`src/rtl/round_robin_mux_arbiter.sv`:
```
// round_robin_mux_arbiter: 4-way round-robin mux into a one-entry output register.
module round_robin_mux_arbiter #(
  parameter int WIDTH = 8
) (
  input  logic               clk,
  input  logic               rst,
  input  logic [3:0]         in_valid_i,
  input  logic [4*WIDTH-1:0] in_data_i,
  output logic [3:0]         in_ready_o,
  output logic               out_valid_o,
  output logic [WIDTH-1:0]   out_data_o,
  input  logic               out_ready_i,
  output logic [1:0]         out_src_o
);
  typedef enum logic {EMPTY, FULL} state_e;
  state_e state_q, state_d;
  logic [WIDTH-1:0] data_q, data_d;
  logic [1:0] src_q, src_d, last_q, last_d, win;
  logic load_ok, grant;
  // Descending scan so the nearest requester after last wins.
  always_comb begin
    win = last_q;
    for (int k = 4; k >= 1; k--)
      if (in_valid_i[2'(last_q + 2'(k))]) win = 2'(last_q + 2'(k));
  end
  assign load_ok = (state_q == EMPTY) || out_ready_i;
  assign grant = load_ok && |in_valid_i && !rst;
  assign in_ready_o = grant ? 4'(4'd1 << win) : 4'd0;
  always_comb begin
    state_d = state_q;
    data_d = data_q;
    src_d = src_q;
    last_d = last_q;
    if (grant) begin
      state_d = FULL;
      data_d = in_data_i[win*WIDTH +: WIDTH];
      src_d = win;
      last_d = win;
    end else if (state_q == FULL && out_ready_i) begin
      state_d = EMPTY;
    end
  end
  always_ff @(posedge clk) begin
    if (rst) begin
      state_q <= EMPTY;
      data_q <= '0;
      src_q <= '0;
      last_q <= 2'd3;
    end else begin
      state_q <= state_d;
      data_q <= data_d;
      src_q <= src_d;
      last_q <= last_d;
    end
  end
  assign out_valid_o = (state_q == FULL);
  assign out_data_o = data_q;
  assign out_src_o = src_q;
endmodule

```
`config.mk`:
```
export PLATFORM = sky130hd
export DESIGN_NAME = round_robin_mux_arbiter
export DESIGN_NICKNAME = d
export VERILOG_FILES = /design/src/rtl/round_robin_mux_arbiter.sv
export SDC_FILE = /design/constraint.sdc
export NUM_CORES = 1
export LEC_CHECK = 0
export BUFFER_PORTS_ARGS = -buffer_cell sky130_fd_sc_hd__buf_2
export CORE_AREA = 2 2 47 49
export CTS_BUF_LIST = sky130_fd_sc_hd__clkbuf_8
export DETAILED_ROUTE_END_ITERATION = 12
export DIE_AREA = 0 0 49 51
export GPL_ROUTABILITY_DRIVEN = 1
export GPL_TIMING_DRIVEN = 0
export HOLD_SLACK_MARGIN = 0.06
export PLACE_DENSITY = 0.9
export SLEW_MARGIN = 0
export SYNTH_ARGS = -nofsm -noshare
export SYNTH_HDL_FRONTEND = slang
export SYNTH_SLANG_ARGS = --single-unit
```
`constraint.sdc`:
```
create_clock -name clk -period 2.75 [get_ports clk]
set_clock_uncertainty 0.15 [all_clocks]
set_input_delay 0.275 -clock clk [delete_from_list [all_inputs] [get_ports clk]]
set_output_delay 0.275 -clock clk [all_outputs]
set_load 0.005 [all_outputs]
```
### Yosys cells after proc, flatten, opt, wreduce, memory -nomap -nowiden

Index checks and enable logic that the tools add are counted.
Widths: inputs -> output; s select.

* register bits: 13
* input port bits: 39
* output and inout bits: 15
* logic and storage cells: 32

* add/sub/neg operators: 3
* $lt $le $gt $ge: 3
* shifts and indexed selects: 2
* mux-type cells: 12
* bitwise operators: 1
* reduce and logical (&&, ||, !) cells: 7

Operator list (count)
* $shiftx 32x6->8: 1
* $lt 2x3->1 const B: 3
* $bmux 1 s2: 3
* $mux 2: 3
* $mux 1: 5
* $add 2x2->2 const B: 2
* $mux 4: 1
* $reduce_or 4->1: 1
* $shl 1x2->4 const A: 1
* $logic_and 1x1->1: 3
* $add 2x1->2 const B: 1
* $reduce_bool 2->1: 1
* $logic_not 1->1: 1
* $logic_or 1x1->1: 1
* $not 1->1: 1

### Depth between registers and ports, before layout

Gate-level depths: netlist of run 1.

* word-level depth: 8
* depth in mapped cells: 8

### Least setup slack after synthesis of run 1

No wires, ideal clock.

* path type: register to register
* start point: register last_q[1]
* end point: register data_q[2], in the netlist out_data_o[2]
* data arrival time: 1.633 ns
* required time: 2.478 ns
* slack: 0.845 ns
* cell stages (with the launch flop): 8
* clock period less this slack: 1.905 ns
* path through: dfxtp_1 > buf_6 > mux2i_1 > nor2_1 > nor3_2 > buf_6 > mux2_2 > a221o_1

* cells in the longest elaborated chain, start to end: 7

RTL lines
* from (decl): RTL line 18 `logic [1:0] src_q, src_d, last_q, last_d, win;`
* from (signal assigned): RTL line 53 `last_q <= last_d;`
* $add 2x2->2: RTL line 24 `if (in_valid_i[2'(last_q + 2'(k))]) win = 2'(last_q + 2'(k));`
* $bmux 1 s2: RTL line 24
* $mux 1 (implied by the code): RTL line 24
* $mux 2 (2 in series): RTL line 24
* $mux 2 *: RTL line 24
* $shiftx 32x6->8 *: RTL line 36 `data_d = in_data_i[win*WIDTH +: WIDTH];`
* to (signal assigned): RTL line 51 `data_q <= data_d;`
* to (decl): RTL line 17 `logic [WIDTH-1:0] data_q, data_d;`

Mark *: on every way between the ends. The rest lies on a longest branch, timed or not. The select of a mux whose other input is x is not followed.
A chain may end at the register's enable or synchronous reset.

### Worst setup path in the final report of run 1

* start point: register last_q[1]
* end point: output port in_ready_o[2]

* cells in the longest elaborated chain, start to end: 8

RTL lines
* $add 2x2->2: RTL line 24
* $bmux 1 s2: RTL line 24
* $mux 1 (implied by the code): RTL line 24
* $mux 2 (2 in series): RTL line 24
* $mux 2 *: RTL line 24
* $shl 1x2->4 *: RTL line 28 `assign in_ready_o = grant ? 4'(4'd1 << win) : 4'd0;`
* $mux 4 *: RTL line 28
* to (decl): RTL line 9 `output logic [3:0] in_ready_o,`

Marks and branches as above.

==> results of run 1 <==
-- area by class of cell --
class / count / area (sq um) / share of cell area
Multi-Input combinational cell: 82 / 593 / 0.474
Sequential cell: 13 / 260 / 0.208
Timing Repair Buffer: 52 / 260 / 0.208
Buffer: 6 / 57.6 / 0.0460
Clock buffer: 3 / 41.3 / 0.0330
Tap cell: 28 / 35.0 / 0.0280
Clock inverter: 1 / 3.75 / 0.00300
-- sequential cells by signal (all words and copies together) (netlist names) --
| name | count |
|---|---|
| last_q | 2 |
| out_src_o | 2 |
| out_data_o | 8 |
| out_valid_o | 1 |
-- per-layer routing --
metal / vias up / wire, um
met5: - / 0
met4: 0 / 42
met3: 4 / 160
met2: 43 / 1270
met1: 438 / 970
li1: 489 / -
-- power by group through the flow --
stage                     Clock, mW  Combinational [mW]  Sequential, mW
after global placement            0               0.222           0.234
after global routing          0.186               0.250           0.236
final                         0.169               0.227           0.232
after CTS                     0.173               0.230           0.232
after floorplan                   0               0.146           0.236
after detailed placement          0               0.230           0.236
-- cell families after synthesis --
family                 Yosys count  share of synthesized area
DFF                             13                      0.286
AOI/OAI and AO/OA               16                      0.143
and+or+nand+nor                 49                      0.310
muxes                           17                      0.198
buffers and inverters            6                     0.0632
-- worst paths after layout --
check / startpoint / to / depth (start not counted)
min: in_data_i[5] / out_data_o[5]$_SDFFE_PP0P_ / 3
min reg2reg: out_data_o[5]$_SDFFE_PP0P_ / out_data_o[5]$_SDFFE_PP0P_ / 2
max reg2reg: last_q[1]$_SDFFE_PP1P_ / out_data_o[3]$_SDFFE_PP0P_ / 7
max: last_q[1]$_SDFFE_PP1P_ / in_ready_o[2] / 6
-- worst max-delay path, delay by kind of cell, from the launching register on --
kind / cells / cell delay (ns)
flip-flops: 1 / 0.31
buffers and inverters: 2 / 0.23
AND/OR/NAND/NOR: 2 / 0.74
AO/OA/AOI/OAI: 2 / 0.43
-- cell usage in the layout (no fill, tap or decap), types with 2 or more instances in the layout --
master | synthesis | routed
a21oi_1 | 5 | 5
a221o_1 | 3 | 3
buf_2 | 3 | 55
buf_6 | 2 | 2
clkbuf_8 | 0 | 3
dfxtp_1 | 13 | 13
mux2_2 | 8 | 8
mux2i_1 | 9 | 9
nand2_1 | 10 | 10
nand2b_1 | 3 | 3
nand3_1 | 16 | 16
nor2_1 | 5 | 5
nor3_1 | 2 | 2
o211ai_1 | 5 | 5
-- per-stage QoR --
step | util | setup slack, ns | hold WS [ns]
floorplan | - | 0.845 | 0.302
global placement | 0.585 | 0.676 | 0.301
detailed placement | 0.585 | 0.608 | 0.326
CTS | 0.606 | 0.349 | 0.176
global route | 0.606 | 0.205 | 0.190
finish | 0.606 | 0.382 | 0.181
==> impl_metrics.py, run 1 <==
metrics = {
    "finish": {
        "final_cells": 185,
        "num_antenna_cells": 0,
        "finish.net_count": 197,
        "fillers": 199,
        "fin_area_sq_um": 1250,
        "area.growth.synth_to_final_pct": 37.4,
        "final_layout_size_suffix_gt1_frac": 0.503,
    },
    "floorplan": {
        "die_wd_um": 49,
        "area_of_the_core_region_sq_um": 2060,
        "floorplan.die.height_um": 51,
        "ios": 54,
        "fp-row-count": 17,
        "start_util": 0.441,
        "design.die.area_sq_um": 2500,
    },
    "setup_path": {
        "timing.critical_path.required_ns": 2.33,
        "cp_slowest_stage_delay_ns": 0.51,
        "worst_path_max_delay_cell": "nor3_1",
        "r2r_slack_ns": 0.70,
        "crit_path_start_kind": "flop",
        "crit_chain": "buf_6 -> a21oi_1 -> o31ai_4 -> nor3_1 -> and2_2 -> buf_2",
        "worst-setup-path-type": "reg2out",
        "worst_ep_arrival_time_ns": 1.94,
        "timing.critical_path.to_type": "primary output",
        "path_max_fanout": 9,
    },
    "synth": {
        "post_synth_num_cell_types": 30,
        "synth_async_sr_flop_share": 0,
        "synth_top_cells_by_count": "nand3_1 (16), dfxtp_1 (13), nand2_1 (10), mux2i_1 (9), mux2_2 (8)",
        "synth.most_common_cell": "nand3_1",
        "postSynthNetCount": 140,
        "synth_top_flop_cell": "dfxtp_1",
        "synth_area_leaders": "dfxtp_1 (29%), mux2i_1 (9.9%), mux2_2 (9.9%)",
        "yosys_register_bits": 13,
        "synthesis.instances": 101,
        "synth-edff-count": 0,
        "yosys.area.top_type_share": 0.286,
        "synth.cell_area_sq_um": 911,
        "synthesis.area_per_instance_sq_um": 9.02,
        "ys_seq_area_frac": 0.286,
        "yosysWarnings": 0,
        "library_cell_with_the_largest_summed_area_after_synthesis": "dfxtp_1",
    },
    "global_route": {
        "first_pass_grt_wire_length_mm": 4.04,
        "globalRoute.totalOverflow": 0,
        "met3_capacity_usage_during_global_routing": 0.0409,
        "grt_start_max_net_pins": 11,
        "first_global_vias": 939,
        "grtUsageTotal": 0.214,
        "grt_antenna_before_repair": 0,
        "met1_usage": 0.219,
        "grt-busiest-layer": "met2",
        "grt_util_met2": 0.418,
    },
    "pwr": {
        "power_frac_clock": 0.269,
        "power_density_nw_per_um2": 502,
        "worst_ir_drop_vdd_mv": 0.402,
        "power.combinational.fraction": 0.362,
        "leakage_power_nw": 0.605,
        "sw_frac_of_total": 0.309,
        "internal_power_mw": 0.435,
        "reported_net_switching_power_mw": 0.194,
        "seq_power_share": 0.370,
        "design_power_total_mw": 0.629,
    },
    "routing": {
        "routed-via-count": 974,
        "drtIter0Drc": 12,
        "vias_per_cell": 5.26,
        "drt_pass1_iterations": 4,
        "wl_per_cell_um": 13.2,
        "wl_mm": 2.45,
        "detail-route-antenna-nets": 0,
        "drcViolationCount": 0,
    },
    "timing": {
        "setup-tns-final_ns": 0,
        "maxClockFrequency_mhz": 422,
        "grt_setup_unrepaired": "no",
        "finalSetupViolations": 0,
        "fin_crit_sh": 0.861,
        "timing_worst_slew_pin_value_ns": 0.572,
        "fin_crit_ns": 2.37,
        "slew_headroom": 0.615,
        "hold_viol": 0,
        "final-max-slew-violation-count": 0,
    },
    "placed_design": {
        "dp_cells": 181,
        "gp_congestion": 0.753,
        "portBuffers": 52,
        "detailedPlacementHpwl_mm": 2.01,
        "dpl_cell_area_sq_um": 1210,
    },
    "cts": {
        "ctsLongestPathBuffers": 2,
        "clock-root-buffer": "clkbuf_8",
        "number_of_cts_inserted_buffers": 3,
        "cts_setup_buffers": 0,
        "cts-hold-fix-buffers": 0,
        "post_cts_resized": 0,
        "cts.clk_slew.worst_paths_ns": 0.06,
        "tritoncts": "yes",
        "clock_latency_late_sink_ns": 0.24,
        "clock_tree.htree_level_count": 1,
        "clock_sink_count": 13,
    },
    "run": {
        "max_cap_violations": 0,
    },
    "run_status": {
        "result_of_the_run": "finished, final reports clean",
    },
    "hold_path": {
        "worst_hold_path_type": "in2reg",
    },
}
Power figures use the tool's default switching activity.
==> inputs of run 2 (changes only) <==
==> constraint.sdc (replaced) <==
create_clock -name clk -period 2.75 [get_ports clk]
set_clock_uncertainty 0.15 [all_clocks]
set_input_delay 0 -clock clk [delete_from_list [all_inputs] [get_ports clk]]
set_output_delay 0 -clock clk [all_outputs]
set_load 0.005 [all_outputs]
==> run 2 against run 1 <==
  * Sequential share of layout area shrank 4.4 points
  * Die area did not move
  * Flip-flop and latch count is the same
  * Wire length is 24% higher
  * Non-clock buffer count rose by 34
  * Combinational power is 27% higher
  * Setup slack got worse by 0.25 ns
  * Sequential power is essentially flat
  * Via count increased by 16%
  * Utilization is 16 points higher
  * Maximum frequency fell by 9.7%
  * Highest routed layer unchanged
==> impl_metrics.py, run 2 (synthesis results as in run 1) <==
metrics = {
    "timing": {
        "grt_setup_unrepaired": "no",
        "setup-tns-final_ns": 0,
        "slew_headroom": 0.610,
        "fin_crit_sh": 0.954,
        "final-max-slew-violation-count": 0,
        "postLayoutSetupSlackWorst_ns": 0.127,
        "maxClockFrequency_mhz": 381,
        "timing_worst_slew_pin_value_ns": 0.580,
        "fin_crit_ns": 2.62,
        "hold_viol": 0,
        "finalSetupViolations": 0,
    },
    "routing": {
        "routed-via-count": 1132,
        "drtIter0Drc": 16,
        "drt_pass1_iterations": 4,
        "wl_per_cell_um": 13.8,
        "detail-route-antenna-nets": 0,
        "drcViolationCount": 0,
        "maxUsedRoutingLayer": "met4",
        "dr_wl_met3_um": 166,
        "wl_mm": 3.03,
        "wl_met2_mm": 1.61,
        "vias_per_cell": 5.17,
        "wl_met1_mm": 1.19,
    },
    "floorplan": {
        "die_wd_um": 49,
        "start_util": 0.441,
        "floorplan.die.height_um": 51,
        "design.die.area_sq_um": 2500,
        "area_of_the_core_region_sq_um": 2060,
        "ios": 54,
        "fp-row-count": 17,
    },
    "finish": {
        "mostFrequentLayoutCells": "buf_2 (55), dlygate4sd3_1 (34), nand3_1 (16), dfxtp_1 (13), nand2_1 (10)",
        "finish.net_count": 231,
        "largest_register_ffs": 8,
        "postLayoutCoreUtil": 0.771,
        "num_antenna_cells": 0,
        "final_cells": 219,
        "fin_area_sq_um": 1590,
        "area.growth.synth_to_final_pct": 74.7,
        "final_layout_size_suffix_gt1_frac": 0.414,
        "most_common_cell_after_layout_fill_and_taps_aside": "buf_2",
    },
    "placed_design": {
        "detailedPlacementHpwl_mm": 2.01,
        "gp_congestion": 0.753,
        "dp_worst_setup_slack_ns": 0.686,
        "portBuffers": 52,
        "dp_cells": 181,
        "dpl_cell_area_sq_um": 1210,
    },
    "setup_path": {
        "timing.critical_path.required_ns": 2.72,
        "path_max_fanout": 10,
        "timing.critical_path.to_type": "flop",
        "worst-setup-path-type": "reg2reg",
        "crit_start": "last_q[1]$_SDFFE_PP1P_",
        "crit-reg2reg-launch": "last_q[1]$_SDFFE_PP1P_",
        "crit_path_start_kind": "flop",
        "worst_ep_arrival_time_ns": 2.60,
    },
    "cts": {
        "tritoncts": "yes",
        "clock-root-buffer": "clkbuf_8",
        "cts-hold-fix-buffers": 34,
        "ctsLongestPathBuffers": 2,
        "post_cts_resized": 0,
        "clock_tree.htree_level_count": 1,
        "cts.clk_slew.worst_paths_ns": 0.06,
        "clock_latency_late_sink_ns": 0.24,
        "cts_setup_buffers": 0,
        "number_of_cts_inserted_buffers": 3,
        "clock_sink_count": 13,
    },
    "hold_path": {
        "worst_hold_path_type": "in2reg",
        "min-delay-start": "out_ready_i",
    },
    "pwr": {
        "leakage_power_nw": 0.742,
        "worst_ir_drop_vdd_mv": 0.292,
        "power_density_nw_per_um2": 432,
    },
    "run": {
        "max_cap_violations": 0,
    },
    "global_route": {
        "grtUsageTotal": 0.260,
        "globalRoute.totalOverflow": 0,
        "grt_start_max_net_pins": 11,
        "first_pass_grt_wire_length_mm": 4.94,
        "grt_antenna_before_repair": 0,
        "first_global_vias": 1112,
    },
    "run_status": {
        "result_of_the_run": "finished, final reports clean",
    },
}
-- run 2: final timing paths --
kind / endpoint / slack [ns] / cells after the start
max: out_data_o[3]$_SDFFE_PP0P_ / 0.13 / 8
max reg2reg: out_data_o[3]$_SDFFE_PP0P_ / 0.13 / 8
min reg2reg: out_data_o[5]$_SDFFE_PP0P_ / 0.33 / 2
min: out_src_o[1]$_SDFFE_PP0P_ / 0.14 / 5
-- run 2: cell type report --
class                   instances  area [sq um]
repair buffers                 86           601
well taps                      28          35.0
flip-flops and latches         13           260
plain buffers                   6          57.6
fillers                       153           472
clock buffers                   3          41.3
multi-input cells              82           593
clock inverters                 1          3.75
-- run 2: report_power, final --
part / internal (mW) / switching [mW]
Sequential: 0.217 / 0.0160
Combinational: 0.166 / 0.122
Clock: 0.0984 / 0.0670
Total: 0.481 / 0.205
-- run 2: per-layer routing --
metal | vias to the layer above | track usage
li1 | 555 | -
met1 | 520 | 0.257
met2 | 49 | 0.521
met3 | 8 | 0.0497
met4 | 0 | 0.119
met5 | - | 0
-- run 2: through the flow --
stage	total power, mW	hold slack (ns)
after global routing	0.731	0.162
after floorplan	0.382	0.0273
final	0.687	0.137
after CTS	0.690	0.115
after detailed placement	0.466	0.158
after global placement	0.455	0.141
-- run 2: critical path, stage by stage (launching register included) --
cell,delay [ns]
dfxtp_1,0.32
buf_6,0.13
mux2i_1,0.18
nor2_1,0.08
nor3_2,0.24
buf_6,0.20
mux2_2,0.34
dlygate4sd3_1,0.56
a221o_1,0.30
